`src/rtl/phaser_in_fine_ctrl.sv`:
```
// Multi-lane fine-delay tap controller with built-in DQS-find sweep.
// Define PHASER_IN_FINE_CTRL_SATURATE_EN to saturate host tap steps instead of wrapping.
`timescale 1ns/1ps
module phaser_in_fine_ctrl #(
  parameter int NUM_LANES = 4,
  parameter int TAP_WIDTH = 6,
  parameter int FINE_DELAY = 0,
  parameter int PATTERN_LEN = 3,
  parameter logic [PATTERN_LEN-1:0] DQS_FIND_PATTERN = 3'b001,
  parameter int SETTLE_CYCLES = 4
) (
  input  logic                           SYSCLK,
  input  logic                           RSTB,
  input  logic [NUM_LANES-1:0]           LANEMASK,
  input  logic                           FINEENABLE,
  input  logic                           FINEINC,
  input  logic                           COUNTERLOADEN,
  input  logic [TAP_WIDTH-1:0]           COUNTERLOADVAL,
  input  logic                           COUNTERREADEN,
  output logic [TAP_WIDTH-1:0]           COUNTERREADVAL,
  input  logic                           RSTDQSFIND,
  input  logic [NUM_LANES-1:0]           DQSSAMPLE,
  output logic [NUM_LANES*TAP_WIDTH-1:0] TAPVAL,
  output logic [NUM_LANES-1:0]           FINEOVERFLOW,
  output logic [NUM_LANES-1:0]           DQSLANEFOUND,
  output logic                           DQSFOUND,
  output logic                           DQSOUTOFRANGE,
  output logic                           BUSY
);

`ifdef PHASER_IN_FINE_CTRL_SATURATE_EN
  localparam bit SATURATE = 1'b1;
`else
  localparam bit SATURATE = 1'b0;
`endif

  localparam logic [TAP_WIDTH-1:0] TAP_MAX     = '1;
  localparam logic [TAP_WIDTH-1:0] TAP_INIT    = TAP_WIDTH'(FINE_DELAY);
  localparam logic [7:0]           PAT8        = 8'(DQS_FIND_PATTERN);
  localparam logic [7:0]           SETTLE_LAST = 8'(SETTLE_CYCLES - 1);
  localparam logic [7:0]           SAMPLE_LAST = 8'(PATTERN_LEN - 1);

  typedef enum logic [2:0] {
    S_IDLE,
    S_SETTLE,
    S_SAMPLE,
    S_STEP,
    S_DONE
  } state_t;

  state_t                 r_state;
  state_t                 w_stateNext;
  logic [7:0]             r_cnt;
  logic [7:0]             w_cntNext;
  logic [TAP_WIDTH-1:0]   r_tap [NUM_LANES];
  logic [TAP_WIDTH-1:0]   w_tapNext [NUM_LANES];
  logic [NUM_LANES-1:0]   r_overflow;
  logic [NUM_LANES-1:0]   w_ovfNext;
  logic [NUM_LANES-1:0]   r_laneFound;
  logic [NUM_LANES-1:0]   r_match;
  logic                   r_dqsFound;
  logic                   r_outOfRange;
  logic [TAP_WIDTH-1:0]   r_readVal;

  logic                   w_busy;
  logic                   w_hostOk;
  logic                   w_doStep;
  logic                   w_latchFound;
  logic                   w_finish;
  logic                   w_atMax;
  logic                   w_patBit;
  logic [NUM_LANES-1:0]   w_sampleOk;
  logic [NUM_LANES-1:0]   w_matchAcc;
  logic [NUM_LANES-1:0]   w_foundNext;
  logic [NUM_LANES-1:0]   w_finalFound;
  logic [TAP_WIDTH-1:0]   w_readTap;

  assign w_busy   = (r_state == S_SETTLE) || (r_state == S_SAMPLE) || (r_state == S_STEP);
  assign w_hostOk = ~w_busy;

  // Match accumulator restarts on the first sample of each tap position.
  assign w_patBit     = PAT8[r_cnt[2:0]];
  assign w_sampleOk   = ~(DQSSAMPLE ^ {NUM_LANES{w_patBit}});
  assign w_matchAcc   = (r_cnt == 8'd0) ? w_sampleOk : (r_match & w_sampleOk);
  assign w_foundNext  = r_laneFound | w_matchAcc;
  assign w_finalFound = w_latchFound ? w_foundNext : r_laneFound;

  always_comb begin
    w_atMax   = 1'b0;
    w_readTap = '0;
    for (int i = 0; i < NUM_LANES; i++) begin
      if (!r_laneFound[i] && (r_tap[i] == TAP_MAX)) w_atMax = 1'b1;
    end
    for (int i = NUM_LANES - 1; i >= 0; i--) begin
      if (LANEMASK[i]) w_readTap = r_tap[i];
    end
  end

  always_comb begin
    w_stateNext  = r_state;
    w_cntNext    = r_cnt;
    w_doStep     = 1'b0;
    w_latchFound = 1'b0;
    w_finish     = 1'b0;
    case (r_state)
      S_IDLE, S_DONE: w_stateNext = S_IDLE;
      S_SETTLE: begin
        if (r_cnt == SETTLE_LAST) begin
          w_stateNext = S_SAMPLE;
          w_cntNext   = 8'd0;
        end else begin
          w_cntNext = r_cnt + 8'd1;
        end
      end
      S_SAMPLE: begin
        if (r_cnt == SAMPLE_LAST) begin
          w_latchFound = 1'b1;
          w_cntNext    = 8'd0;
          if (&w_foundNext) begin
            w_stateNext = S_DONE;
            w_finish    = 1'b1;
          end else begin
            w_stateNext = S_STEP;
          end
        end else begin
          w_cntNext = r_cnt + 8'd1;
        end
      end
      S_STEP: begin
        w_cntNext = 8'd0;
        if (w_atMax) begin
          w_stateNext = S_DONE;
          w_finish    = 1'b1;
        end else begin
          w_stateNext = S_SETTLE;
          w_doStep    = 1'b1;
        end
      end
      default: w_stateNext = S_IDLE;
    endcase
    // A find request always (re)starts the sweep, even mid-sweep.
    if (RSTDQSFIND) begin
      w_stateNext  = S_SETTLE;
      w_cntNext    = 8'd0;
      w_doStep     = 1'b0;
      w_latchFound = 1'b0;
      w_finish     = 1'b0;
    end
  end

  // Host commands only reach the taps while the sweep is idle; load beats step.
  always_comb begin
    for (int i = 0; i < NUM_LANES; i++) begin
      w_tapNext[i] = r_tap[i];
      w_ovfNext[i] = r_overflow[i];
      if (w_hostOk && LANEMASK[i]) begin
        if (COUNTERLOADEN) begin
          w_tapNext[i] = COUNTERLOADVAL;
          w_ovfNext[i] = 1'b0;
        end else if (FINEENABLE) begin
          if (FINEINC) begin
            if (r_tap[i] == TAP_MAX) begin
              w_ovfNext[i] = 1'b1;
              w_tapNext[i] = SATURATE ? TAP_MAX : '0;
            end else begin
              w_tapNext[i] = r_tap[i] + 1'b1;
            end
          end else begin
            if (r_tap[i] == '0) begin
              w_ovfNext[i] = 1'b1;
              w_tapNext[i] = SATURATE ? '0 : TAP_MAX;
            end else begin
              w_tapNext[i] = r_tap[i] - 1'b1;
            end
          end
        end
      end else if (w_doStep && !r_laneFound[i]) begin
        w_tapNext[i] = r_tap[i] + 1'b1;
      end
    end
    if (RSTDQSFIND) w_ovfNext = '0;
  end

  always_ff @(posedge SYSCLK) begin
    if (!RSTB) begin
      r_state <= S_IDLE;
      r_cnt   <= 8'd0;
    end else begin
      r_state <= w_stateNext;
      r_cnt   <= w_cntNext;
    end
  end

  always_ff @(posedge SYSCLK) begin
    if (!RSTB) begin
      for (int i = 0; i < NUM_LANES; i++) r_tap[i] <= TAP_INIT;
      r_overflow   <= '0;
      r_laneFound  <= '0;
      r_match      <= '0;
      r_dqsFound   <= 1'b0;
      r_outOfRange <= 1'b0;
      r_readVal    <= '0;
    end else begin
      for (int i = 0; i < NUM_LANES; i++) r_tap[i] <= w_tapNext[i];
      r_overflow <= w_ovfNext;
      if (w_hostOk && COUNTERREADEN) r_readVal <= w_readTap;
      if (r_state == S_SAMPLE) r_match <= w_matchAcc;
      if (w_latchFound) r_laneFound <= w_foundNext;
      if (w_finish) begin
        r_dqsFound   <= &w_finalFound;
        r_outOfRange <= ~(&w_finalFound);
      end
      if (RSTDQSFIND) begin
        r_laneFound  <= '0;
        r_dqsFound   <= 1'b0;
        r_outOfRange <= 1'b0;
      end
    end
  end

  genvar g;
  generate
    for (g = 0; g < NUM_LANES; g++) begin : g_tapOut
      assign TAPVAL[g*TAP_WIDTH +: TAP_WIDTH] = r_tap[g];
    end
  endgenerate

  assign COUNTERREADVAL = r_readVal;
  assign FINEOVERFLOW   = r_overflow;
  assign DQSLANEFOUND   = r_laneFound;
  assign DQSFOUND       = r_dqsFound;
  assign DQSOUTOFRANGE  = r_outOfRange;
  assign BUSY           = w_busy;

endmodule

```
`config.mk`:
```
export PLATFORM = sky130hd
export DESIGN_NAME = phaser_in_fine_ctrl
export DESIGN_NICKNAME = d
export VERILOG_FILES = /design/src/rtl/phaser_in_fine_ctrl.sv
export SDC_FILE = /design/constraint.sdc
export NUM_CORES = 1
export LEC_CHECK = 0
export BUFFER_PORTS_ARGS = -buffer_cell sky130_fd_sc_hd__clkbuf_2
export CAP_MARGIN = 20
export CORE_ASPECT_RATIO = 1.25
export CORE_UTILIZATION = 30
export DETAILED_ROUTE_END_ITERATION = 10
export MAX_ROUTING_LAYER = met4
export PLACE_DENSITY = 0.54
export RECOVER_POWER = 25
export SYNTH_ARGS = -nofsm -noshare
export SYNTH_HDL_FRONTEND = slang
export SYNTH_SLANG_ARGS = --single-unit
```
`constraint.sdc`:
```
create_clock -name SYSCLK -period 2.87 [get_ports SYSCLK]
set_clock_uncertainty 0.2 [all_clocks]
set_input_delay 0.1435 -clock SYSCLK [delete_from_list [all_inputs] [get_ports SYSCLK]]
set_output_delay 0.1435 -clock SYSCLK [all_outputs]
set_load 0.02 [all_outputs]
```
Yosys cells after proc, flatten, opt, wreduce, memory -nomap -nowiden
Memory sizes are Yosys's and may differ from the RTL's. A register that Yosys moved wholly into a read port is not among the register bits.
Cells that the tools add are included.
{"block": "word_totals", "latch_bits": 0, "rom_bits": 8, "word_cells": 178, "reg_bits": 31, "mem_count": 2, "out_inout_bits": 41, "ram_bits": 24, "inputBits": 21}
{"name": "r_tap", "depth": 4, "width": 6, "read_ports": 4, "rd_ports_with_merged_regs": 0, "write_ports": 4, "line": "55", "source": "logic [TAP_WIDTH-1:0] r_tap [NUM_LANES];"}
{"name": "(no name shown)", "depth": 8, "width": 1, "read_ports": 1, "rd_ports_with_merged_regs": 1, "write_ports": 0, "line": "82", "source": "assign w_patBit = PAT8[r_cnt[2:0]];"}
{"block": "op_classes", "bitwise_logic": 11, "eq_ne": 17, "n_mul": 0, "n_mux": 87, "add_sub_neg": 9, "div_mod_pow": 0, "shift": 0, "magnitude_cmp": 1, "n_reduce_logical": 39}
{"op": "$mux 6", "count": 36}
{"op": "$mux 1", "count": 38}
{"op": "$add 6x1->6 const B", "count": 4}
{"op": "$eq 6x6->1 const B", "count": 4}
{"op": "$logic_not 6->1", "count": 4}
{"op": "$pmux 8 s3", "count": 1}
{"op": "$reduce_and 4->1", "count": 6}
{"op": "$sub 6x1->6 const B", "count": 4}
{"op": "$mux 3", "count": 6}
{"op": "$eq 8x2->1 const B", "count": 2}
{"op": "$mux 8", "count": 2}
{"op": "$reduce_bool 3->1", "count": 5}
{"op": "$logic_and 1x1->1", "count": 13}
{"op": "$ne 3x1->1 const B", "count": 4}
{"op": "$pmux 3 s3", "count": 1}
{"op": "$add 8x1->8 const B", "count": 1}
{"op": "$logic_not 8->1", "count": 1}
{"op": "$mux 4", "count": 2}
{"op": "$eq 3x2->1 const B", "count": 2}
{"op": "$ne 3x2->1 const B", "count": 2}
{"op": "$and 4x4->4", "count": 1}
{"op": "$logic_not 1->1", "count": 4}
{"op": "$lt 3x4->1 const B", "count": 1}
{"op": "$ne 2x1->1 const B", "count": 2}
{"op": "11 further kinds", "count": 18}

Depth between registers and ports, before layout
Gate-level depths: netlist of the first run.
An unclocked memory read counts as a cell.
{"block": "depth", "depth_word": 14, "ltp_mapped": 8, "ltp_nobuf": 8}

Worst setup path before layout of the first run
No wires, ideal clock.
{"block": "synth_path", "path_kind": "register to register", "start": "mem r_tap[0][0]", "end": "reg r_outOfRange (netlist: DQSOUTOFRANGE)", "synth_period_minus_slack_ps": 2341, "arrival_time_ps": 2026, "slack_ps": 529, "stages_incl_launch_ff": 8, "path_buffers": 0, "t_required_ps": 2555, "setup_time_ps": 115, "path_cell_list": "dfxtp_1 -> ha_1 -> and4_1 -> nand3b_1 -> and4_1 -> o32a_4 -> or3_4 -> and2_1"}
{"element": "start: declaration", "line": "55"}
{"element": "end signal: assignment", "line": "211", "source": "r_outOfRange <= ~(&w_finalFound);"}
{"element": "end: declaration", "line": "62", "source": "logic r_outOfRange;"}

==> qor.log, run 1 <==
INFO  yosys          synth_area_per_cell=7.460µm²
INFO  yosys          synth_cell_types=59
INFO  clocking       cts.root.buffer_cell=clkbuf_16
INFO  clocking       clkLatencyLatePin=0.31ns
INFO  placed_design  dp_hpwl=10190µm
INFO  yosys          synth_top_family_by_area=compound AO/OA/AOI/OAI gates
INFO  timing         tightest_slew=0.7012ns
INFO  power          power=0.001986W
INFO  clocking       post_cts.repair.setup_buffers=0
INFO  global_route   all_layer_gr_usage=21.18%
INFO  timing         report.final.setup_viol=0
INFO  global_route   global_route_wire_length_before_repair=22110µm
INFO  timing         grt_setup_unrepaired=false
INFO  floorplan      fp.dieW=105.0µm
INFO  worst_setup_path worst-setup-path-type=register to register
INFO  routing        detail_route.wl_per_cell=18.13µm
INFO  routing        vias_per_cell=5.661
INFO  worst_hold_path cell_count_of_the_worst_hold_path=3
INFO  routing        detailedRoute.firstPassIterationCount=5
INFO  power          power_density=428.6nW/µm²
INFO  yosys          synth-adder-area-share=4.720%
INFO  clocking       post_cts.resized_instances=0
INFO  placed_design  placed_area=4503µm²
INFO  yosys          synth_area_leaders=dfxtp_1, a21oi_1, nand2_1, ha_1, nor2_1
INFO  yosys          synth_top_cells_by_count=a21oi_1, dfxtp_1, nand2_1
INFO  routing        detail_route.iter0.violations=341
INFO  clocking       tritoncts_clock_tree=yes
INFO  yosys          seq_area_frac_synth=28.19%
INFO  yosys          syn_area=3976µm²
INFO  clocking       cts_hold_buffers=0
INFO  global_route   grt_max_degree=32
INFO  run_status     status=finished clean
INFO  timing         period_minus_slack=2.662ns
INFO  placed_design  place_congestion=0.9358
INFO  worst_setup_path worstRegToRegCells=7
INFO  floorplan      core.rowCount=46
INFO  worst_hold_path worst_hold_startpoint=RSTB
INFO  routing        drt-total-wl=13720µm
INFO  yosys          ys_warn_count=0
INFO  routing        residual_antenna_violating_net_count_after_detailed_routing=0
INFO  finish         area_delta_synth_final=16.52%
INFO  global_route   via_count_of_the_first_global_routing_pass=4196
INFO  worst_hold_path timing.hold.worst_endpoint=r_tap[0][5]$_SDFFE_PN0P_
INFO  yosys          synthesis.instances=533
INFO  timing         final-max-slew-violation-count=0
INFO  finish         nNetsFinal=624
INFO  placed_design  preCtsSetupSlack=0.3064ns
INFO  yosys          dominant_register_cell_in_the_synthesized_netlist=dfxtp_1
INFO  timing         period_share=92.77%
INFO  yosys          synth_seq_cells=56
INFO  placed_design  io_buffer_count=61
INFO  yosys          synth_top_cell_area_share=28.19%
INFO  worst_setup_path critical_path.startpoint=r_tap[2][0]$_SDFFE_PN0P_
INFO  routing        post-route-drc-count=0
INFO  floorplan      floorplan.die_area=13720µm²
INFO  routing        dr_vias=4285
INFO  clocking       number_of_buffers_inserted_during_clock_tree_synthesis=5
INFO  finish         fraction_of_final_layout_cells_sized_beyond_drive_strength_1=14.60%
INFO  timing         totalNegativeSetupSlack=0ns
INFO  global_route   grt_antenna_before_repair=0
INFO  worst_setup_path worstPathMaxFanout=8
INFO  yosys          ys_async_sr_fraction=0%
INFO  worst_setup_path setup.worst_path.start_class=register
INFO  clocking       clk_pin_slew=0.08ns
INFO  timing         finalWorstSetupSlack=0.2076ns
INFO  placed_design  place.detailed.instances=749
INFO  floorplan      num_io_pins=62
INFO  yosys          synth_top_cell_by_area=dfxtp_1
INFO  worst_setup_path cp_data_arrival_time=2.68ns
INFO  worst_setup_path cp.required=2.89ns
INFO  yosys          post_synth_and_or_nand_nor_area_fraction=23.88%
INFO  power          p_leak=1.612nW
INFO  finish         fin_area=4633µm²
INFO  finish         antenna_cells=0
INFO  timing         finalHoldViolCount=0
INFO  worst_setup_path worst_reg2reg_endpoint=r_tap[3][0]$_SDFFE_PN0P_
INFO  worst_hold_path worst_hold_path_type=input pin to register
INFO  worst_setup_path reg2reg_setup_slack=0.21ns
INFO  floorplan      effective_utilization_at_floorplan=30.98%
INFO  clocking       ctsLongestPathBuffers=2
INFO  run            number_of_max_cap_violations=0
INFO  yosys          postSynthNetCount=569
INFO  worst_setup_path critical_path.reg2reg.startpoint=r_tap[2][0]$_SDFFE_PN0P_
INFO  yosys          synth_compound_gate_area_share=32.76%
INFO  yosys          synth-xor-area-share=5.066%
INFO  yosys          synth_enable_flop_cells=0
INFO  finish         instances_no_fill=757
INFO  global_route   globalRouteOverflowTotal=0
INFO  clocking       cts_num_sinks=56
INFO  clocking       htree_levels=2
INFO  worst_setup_path critPathCaptureType=register
INFO  timing         fmax_achieved=375.6MHz
INFO  floorplan      die_h=130.7µm
INFO  power          vdd.ir_drop.worst=0.2235mV
INFO  timing         worst_slew_margin_rel=53.25%
INFO  floorplan      placeableCoreArea=12830µm²
INFO  yosys          post_synth_mux_area_share=0%
INFO  yosys          synthMostInstantiatedCell=a21oi_1
-- routing by layer --
metal	wire [µm]	track usage [%]	share of wire, %	up-vias
met5	0	-	0	-
met4	529	9.611	3.9	0
met3	821	3.323	6.0	37
met2	6495	34.87	47	179
met1	5877	25.67	43	2018
li1	-	-	-	2051
-- critical path, cell delays in order, from the launching register on --
cell,delay (ns)
dfxtp_1,0.39
ha_1,0.27
and4_1,0.24
nand3b_1,0.14
nand4_2,0.28
o41ai_2,0.67
a21oi_1,0.13
a311oi_1,0.25
-- stage by stage --
step	hold slack [ns]	utilization (%)
after global placement	0.2448	35.08
after floorplan	0.09035	-
after global routing	0.008872	36.10
final	0.009175	36.10
after detailed placement	0.2538	35.08
after CTS	0.004089	36.24
-- kinds of logic (layout without fill, tap and decap cells) --
kind of cell / Yosys count / in the layout
buffers and inverters: 52 / 108
AND/OR/NAND/NOR: 191 / 191
flip-flops: 56 / 56
adder cells (fa/ha/maj): 15 / 15
AO/OA/AOI/OAI: 196 / 196
XOR/XNOR: 23 / 23
-- report_power, final --
group / internal [W] / switching (W)
clock: 0.000327 / 0.000324
sequential: 0.000805 / 0.0000370
combinational: 0.000169 / 0.000323
-- how the worst max path moves through the flow --
stage / to / slack, ns / cells past startpoint
after floorplan: DQSOUTOFRANGE$_SDFFE_PN0P_ / 0.53 / 7
after global placement: r_tap[1][0]$_SDFFE_PN0P_ / 0.33 / 7
after detailed placement: r_tap[1][0]$_SDFFE_PN0P_ / 0.31 / 7
after CTS: r_tap[1][0]$_SDFFE_PN0P_ / 0.26 / 7
after global routing: r_tap[3][0]$_SDFFE_PN0P_ / 0.05 / 7
final: r_tap[3][0]$_SDFFE_PN0P_ / 0.21 / 7
-- final cells by class --
cell class | instances | area (µm²)
clock buffers | 5 | 125.1
clock inverters | 3 | 23.77
fillers | 1387 | 8202
inverters | 18 | 67.56
multi-input cells | 425 | 2653
flip-flops and latches | 56 | 1121
well taps | 168 | 210.2
repair buffers | 82 | 432.9
-- registers in the layout, indices dropped and copies added (netlist names) --
signal,count
COUNTERREADVAL,6
r_tap,24
r_cnt,8
FINEOVERFLOW,4
w_patBit,1
DQSLANEFOUND,4
DQSOUTOFRANGE,1
r_state,3
r_match,4
DQSFOUND,1
-- layout by cell type (no fill, tap or decap), types with 12 or more instances in the layout --
master	instances
clkbuf_1	24
dfxtp_1	56
ha_1	15
nor3_1	14
nand2_1	54
o21ai_1	19
o21ai_0	31
inv_1	17
a211oi_1	12
xnor2_1	16
nand3_1	15
a311oi_1	13
a21oi_1	59
nor2_1	48
buf_4	21
clkbuf_2	37
Note: power is estimated with default switching activity, not from simulation.
==> run 2, diff against run 1 <==
==> constraint.sdc (replaced) <==
create_clock -name SYSCLK -period 2.68 [get_ports SYSCLK]
set_clock_uncertainty 0.2 [all_clocks]
set_input_delay 0.134 -clock SYSCLK [delete_from_list [all_inputs] [get_ports SYSCLK]]
set_output_delay 0.134 -clock SYSCLK [all_outputs]
set_load 0.02 [all_outputs]
==> qor.log, run 2 (same netlist as run 1, synthesis figures left out) <==
INFO  run_status     status=finished clean
INFO  finish         multi_input_comb_area=2673µm² [+0.75%]
INFO  timing         tightest_slew=0.7042ns [+0.003039 ns]
INFO  finish         fin_area=4781µm² [+3.2%]
INFO  worst_setup_path critPathCaptureType=register
INFO  timing         final-max-slew-violation-count=0 [unchanged]
INFO  floorplan      effective_utilization_at_floorplan=30.98% [unchanged]
INFO  clocking       tritoncts_clock_tree=yes
INFO  finish         layout_common_cells=a21oi_1, dfxtp_1, nand2_1
INFO  clocking       cts_num_sinks=56 [unchanged]
INFO  timing         report.final.setup_viol=0 [unchanged]
INFO  routing        residual_antenna_violating_net_count_after_detailed_routing=0 [unchanged]
INFO  placed_design  placed_area=4621µm² [+2.6%]
INFO  power          intPower=0.001412W [+8.5%]
INFO  power          vdd.ir_drop.worst=0.2494mV [+12%]
INFO  timing         totalNegativeSetupSlack=0ns [unchanged]
INFO  worst_setup_path critical-path-slowest-cell=dfxtp_1
INFO  finish         layout_commonest_cell=a21oi_1
INFO  worst_setup_path cp_top_family=simple AND/OR/NAND/NOR gates
INFO  clocking       cts.root.buffer_cell=clkbuf_16
INFO  power          power_frac_clock=31.9% [-0.9 points]
INFO  routing        dr_vias=4366 [+1.9%]
INFO  global_route   all_layer_gr_usage=21.16% [about the same]
INFO  worst_setup_path cp_data_arrival_time=2.46ns [-0.22 ns]
INFO  floorplan      floorplan.die_area=13720µm² [unchanged]
INFO  clocking       clk_pin_slew=0.08ns [about the same]
INFO  power          sw_frac_of_total=33.93% [-0.54 points]
INFO  global_route   globalRouteOverflowTotal=0 [unchanged]
INFO  power          power_density=447.0nW/µm² [+4.3%]
INFO  power          p_leak=1.697nW [+5.2%]
INFO  power          power.combinational.fraction=26.3% [+1.5 points]
INFO  worst_setup_path worst-setup-path-type=register to register
INFO  global_route   global_route_wire_length_before_repair=22270µm [+0.72%]
INFO  global_route   grt_antenna_before_repair=0 [unchanged]
INFO  global_route   grt_max_degree=32 [unchanged]
INFO  finish         biggest_register=r_tap
INFO  worst_setup_path worstPathCellList=ha_1 > and3_1 > nand4_1 > and4_1 > o32a_4 > or3_4 > and2_1
INFO  clocking       number_of_buffers_inserted_during_clock_tree_synthesis=5 [unchanged]
INFO  timing         worst_slew_margin_rel=53.05% [-0.20 points]
INFO  floorplan      core.rowCount=46 [unchanged]
INFO  power          share_seq_of_total_power=41.8% [-0.6 points]
INFO  placed_design  place_congestion=0.9133 [-2.4%]
INFO  clocking       ctsLongestPathBuffers=2 [unchanged]
INFO  floorplan      fp.dieW=105.0µm [unchanged]
INFO  finish         largest_register_ffs=24 [unchanged]
INFO  timing         grt_setup_unrepaired=false
INFO  timing         period_minus_slack=2.463ns [-0.1997 ns]
INFO  worst_setup_path crit_path_largest_cell_delay=0.49ns [-0.18 ns]
INFO  floorplan      placeableCoreArea=12830µm² [unchanged]
INFO  routing        drt-total-wl=13900µm [+1.3%]
INFO  placed_design  dp_hpwl=10550µm [+3.5%]
INFO  finish         area_delta_synth_final=20.23%
INFO  worst_hold_path worst_hold_path_type=input pin to register
INFO  placed_design  preCtsSetupSlack=0.1247ns [-0.1816 ns]
INFO  clocking       htree_levels=2 [unchanged]
INFO  finish         antenna_cells=0 [unchanged]
INFO  finish         filler_cell_count=1402 [+1.1%]
INFO  run            number_of_max_cap_violations=0 [unchanged]
INFO  timing         fmax_achieved=406.1MHz [+8.1%]
INFO  global_route   via_count_of_the_first_global_routing_pass=4362 [+4.0%]
INFO  timing         period_share=91.89% [-0.88 points]
INFO  routing        post-route-drc-count=0 [unchanged]
INFO  worst_setup_path setup.worst_path.start_class=register
INFO  worst_setup_path cp_num_buf_inv=0 [unchanged]
INFO  finish         nNetsFinal=639 [+2.4%]
INFO  routing        detail_route.wl_per_cell=18.00µm [-0.69%]
INFO  timing         finalWorstSetupSlack=0.2173ns [+0.009737 ns]
INFO  floorplan      num_io_pins=62 [unchanged]
INFO  worst_setup_path cp.required=2.68ns [-0.21 ns]
INFO  routing        detailedRoute.firstPassIterationCount=6 [+1]
INFO  clocking       clkLatencyLatePin=0.30ns [about the same]
INFO  floorplan      die_h=130.7µm [unchanged]
INFO  routing        detail_route.iter0.violations=373 [+9.4%]
INFO  power          power.net_switching=0.0007252W [+5.9%]
INFO  placed_design  io_buffer_count=61 [unchanged]
INFO  timing         finalHoldViolCount=0 [unchanged]
INFO  finish         regArea=1121µm² [unchanged]
INFO  routing        vias_per_cell=5.655 [about the same]
INFO  finish         fraction_of_final_layout_cells_sized_beyond_drive_strength_1=16.56% [+2.0 points]
INFO  worst_setup_path worstPathMaxFanout=8 [unchanged]
INFO  finish         utilization=37.25% [+1.2 points]
-- run 2: cell count changes in the layout (fill, tap and decap cells not counted), sizes merged --
cell / change
buf: +14
dlygate4sd3: +1
-- run 2: final timing paths --
check / depth (start not counted) / end / start / slack, ns
max: 7 / DQSOUTOFRANGE$_SDFFE_PN0P_ / r_tap[3][0]$_SDFFE_PN0P_ / 0.22
min: 4 / DQSLANEFOUND[3]$_SDFF_PN0_ / DQSSAMPLE[3] / 0.09
max reg2reg: 7 / DQSOUTOFRANGE$_SDFFE_PN0P_ / r_tap[3][0]$_SDFFE_PN0P_ / 0.22
min reg2reg: 1 / r_state[1]$_SDFFE_PN0P_ / r_state[2]$_SDFFE_PN0P_ / 0.25
-- run 2: power by group through the flow --
stage / clock, W / sequential (W) / combinational [W]
3_3_place_gp: 0 / 0.000911 / 0.000550
3_5_place_dp: 0 / 0.000912 / 0.000555
2_1_floorplan: 0 / 0.000945 / 0.000332
4_1_cts: 0.000707 / 0.000893 / 0.000559
6_report: 0.000681 / 0.000893 / 0.000563
5_1_grt: 0.000727 / 0.000898 / 0.000614
-- run 2: area by class of cell --
class	instances	area share, %
Clock inverter	3	0.4973
Clock buffer	5	2.617
Tap cell	168	4.397
Timing Repair Buffer	97	11.72
Inverter	18	1.413
Multi-Input combinational cell	425	55.90
Sequential cell	56	23.45
-- run 2: repair_timing --
action                                 in CTS  in global routing
setup endpoints to repair                   0                  4
gates resized for setup                     0                  3
endpoints found under the hold margin       4                  0
buffers inserted                            0                  0
hold buffers                                1                  0
-- run 2: metrics by stage --
step / hold WS (ns) / power, W / std cells
detailed placement: 0.2431 / 0.001467 / 763
finish: 0.08641 / 0.002137 / 772
global placement: 0.2392 / 0.001461 / 763
floorplan: 0.08085 / 0.001277 / 533
CTS: 0.07386 / 0.002158 / 772
global route: 0.1221 / 0.002239 / 772
-- run 2: per-layer routing --
metal	vias to the layer above	share of wire [%]	track usage (%)
met5	-	0	-
met1	2059	42	25.03
met2	189	48	36.77
met4	0	3.4	8.451
met3	30	6.1	2.579
li1	2088	-	-
-- run 2: tightest hold or removal path: stages --
cell and delay [ns]:
clkbuf_2 0.13, xnor2_1 0.10, o211ai_1 0.10, a21oi_1 0.07
==> run 3, diff against run 2 <==
--- a/config.mk
+++ b/config.mk
@@ -8,8 +8,10 @@
 export BUFFER_PORTS_ARGS = -buffer_cell sky130_fd_sc_hd__clkbuf_2
 export CAP_MARGIN = 20
 export CORE_ASPECT_RATIO = 1.25
+export CORE_MARGIN = 1
 export CORE_UTILIZATION = 30
 export DETAILED_ROUTE_END_ITERATION = 10
+export GPL_TIMING_DRIVEN = 0
 export MAX_ROUTING_LAYER = met4
 export PLACE_DENSITY = 0.54
 export RECOVER_POWER = 25
==> qor.log, run 3 (same netlist as run 1, synthesis figures left out) <==
INFO  run_status     status=finished clean
INFO  routing        vias_per_cell=5.564 [-1.6%]
INFO  timing         period_share=96.95% [+5.1 points]
INFO  worst_setup_path setup.worst_path.start_class=register
INFO  routing        detail_route.iter0.violations=251 [-33%]
INFO  clocking       clkLatencyLatePin=0.31ns [about the same]
INFO  placed_design  preCtsSetupSlack=-0.1259ns [-0.2506 ns]
INFO  worst_setup_path worst-setup-path-type=register to register
INFO  floorplan      effective_utilization_at_floorplan=30.98% [unchanged]
INFO  worst_setup_path crit_path_largest_cell_delay=0.47ns [-0.02 ns]
INFO  worst_setup_path critical_path.startpoint=r_state[0]$_SDFFE_PN0P_
INFO  timing         tightest_slew=0.7649ns [+0.06064 ns]
INFO  timing         period_minus_slack=2.598ns [+0.1355 ns]
INFO  global_route   all_layer_gr_usage=20.88% [-0.28 points]
INFO  clocking       htree_levels=2 [unchanged]
INFO  routing        detail_route.wl_per_cell=17.75µm [-1.4%]
INFO  clocking       tritoncts_clock_tree=yes
INFO  power          power=0.002125W [-0.57%]
INFO  clocking       clk_pin_slew=0.08ns [about the same]
INFO  finish         nNetsFinal=638 [-0.16%]
INFO  routing        dr_vias=4290 [-1.7%]
INFO  finish         biggest_register=r_tap
INFO  worst_setup_path critical-path-slowest-cell=dfxtp_1
INFO  routing        wl_met2=6396µm [-4.2%]
INFO  global_route   globalRouteOverflowTotal=0 [unchanged]
INFO  floorplan      placeableCoreArea=12830µm² [unchanged]
INFO  routing        highest_layer=met4
INFO  floorplan      floorplan.die_area=13720µm² [unchanged]
INFO  floorplan      die_h=130.7µm [unchanged]
INFO  timing         final-max-slew-violation-count=0 [unchanged]
INFO  timing         finalWorstSetupSlack=0.08178ns [-0.1355 ns]
INFO  global_route   grt_max_degree=19 [-41%]
INFO  worst_hold_path worst_hold_path_type=input pin to register
INFO  floorplan      fp.dieW=105.0µm [unchanged]
INFO  worst_setup_path critical_path.reg2reg.startpoint=r_state[0]$_SDFFE_PN0P_
INFO  routing        met3_wirelength=610µm [-28%]
INFO  clocking       ctsLongestPathBuffers=2 [unchanged]
INFO  power          p_leak=1.596nW [-6.0%]
INFO  placed_design  place_congestion=0.9881 [+8.2%]
INFO  global_route   grt_antenna_before_repair=0 [unchanged]
INFO  worst_setup_path worstPathMaxFanout=8 [unchanged]
INFO  timing         fmax_achieved=384.9MHz [-5.2%]
INFO  power          power_density=452.9nW/µm² [+1.3%]
INFO  floorplan      num_io_pins=62 [unchanged]
INFO  finish         layout_commonest_cell=a21oi_1
INFO  worst_setup_path worstPathCellList=and2b_1 > nand2_1 > or3_1 > o22ai_1 > a21oi_1 > a311oi_1
INFO  routing        detailedRoute.firstPassIterationCount=5 [-1]
INFO  timing         totalNegativeSetupSlack=0ns [unchanged]
INFO  worst_hold_path worst_hold_startpoint=RSTB
INFO  clocking       number_of_buffers_inserted_during_clock_tree_synthesis=5 [unchanged]
INFO  routing        drt-total-wl=13690µm [-1.5%]
INFO  worst_setup_path cp_data_arrival_time=2.61ns [+0.15 ns]
INFO  power          vdd.ir_drop.worst=0.2518mV [+0.95%]
INFO  finish         utilization=36.56% [-0.69 points]
INFO  finish         fraction_of_final_layout_cells_sized_beyond_drive_strength_1=13.27% [-3.3 points]
INFO  routing        route.layer.met1.wl=6151µm [+4.1%]
INFO  global_route   global_route_wire_length_before_repair=21680µm [-2.6%]
INFO  finish         largest_register_ffs=24 [unchanged]
INFO  clocking       cts.root.buffer_cell=clkbuf_16
INFO  placed_design  io_buffer_count=59 [-3.3%]
INFO  finish         antenna_cells=0 [unchanged]
INFO  finish         instances_no_fill=771 [-0.13%]
INFO  finish         layout_common_cells=a21oi_1, dfxtp_1, nand2_1
INFO  placed_design  dp_hpwl=10210µm [-3.2%]
INFO  floorplan      core.rowCount=46 [unchanged]
INFO  finish         area_delta_synth_final=18.00%
INFO  routing        residual_antenna_violating_net_count_after_detailed_routing=0 [unchanged]
INFO  placed_design  place.detailed.instances=760 [-0.39%]
INFO  clocking       cts_num_sinks=56 [unchanged]
INFO  timing         finalHoldViolCount=0 [unchanged]
INFO  worst_setup_path cp.required=2.70ns [+0.02 ns]
INFO  global_route   via_count_of_the_first_global_routing_pass=4110 [-5.8%]
INFO  worst_setup_path critPathCaptureType=register
INFO  run            number_of_max_cap_violations=0 [unchanged]
INFO  timing         worst_slew_margin_rel=49.01% [-4.0 points]
INFO  timing         report.final.setup_viol=0 [unchanged]
INFO  routing        post-route-drc-count=0 [unchanged]
-- run 3: timing repair --
item,4_1_cts,5_1_grt
endpoints found under the hold margin,2,0
pin swaps,0,5
resized for setup,1,8
buffers inserted,0,1
setup endpoints to repair,6,25
hold buffers,2,0
-- run 3: where the power goes --
part	total (W)	internal [W]	switching (W)
Clock	0.000686	0.000349	0.000336
Sequential	0.000904	0.000863	0.0000416
Combinational	0.000535	0.000185	0.000350
-- run 3: path summary, 6_finish.rpt --
| kind | to | cells after the start | slack, ns |
|---|---|---|---|
| min | r_match[2]$_SDFFE_PN0P_ | 2 | 0.009 |
| max | r_tap[0][0]$_SDFFE_PN0P_ | 6 | 0.08 |
| min reg2reg | DQSFOUND$_SDFFE_PN0P_ | 2 | 0.27 |
| max reg2reg | r_tap[0][0]$_SDFFE_PN0P_ | 6 | 0.08 |
-- run 3: stage by stage --
step | hold slack, ns | area, µm²
floorplan | 0.08085 | 3976
global placement | 0.2533 | 4482
detailed placement | 0.2621 | 4482
CTS | 0.001137 | 4662
global route | 0.02716 | 4692
finish | 0.008845 | 4692
-- run 3: critical path: cells and delay by family, from the launching register on --
kind | cells | cell delay (ns)
AOI/OAI and AO/OA | 3 | 0.80
DFF | 1 | 0.47
and+or+nand+nor | 3 | 1.03
-- run 3: area by class of cell --
class	count	area, µm²
Clock inverter	3	23.77
Timing Repair Buffer	62	294.0
Tap cell	168	210.2
Multi-Input combinational cell	425	2703
Clock buffer	5	125.1
Inverter	18	67.56
Sequential cell	56	1122
Fill cell	1429	8143
Buffer	34	146.4
-- run 3: layer usage --
metal,track usage [%],vias to the layer above
met5,-,-
met4,10.27,0
met3,2.480,29
met2,34.63,157
met1,25.30,2022
li1,-,2082
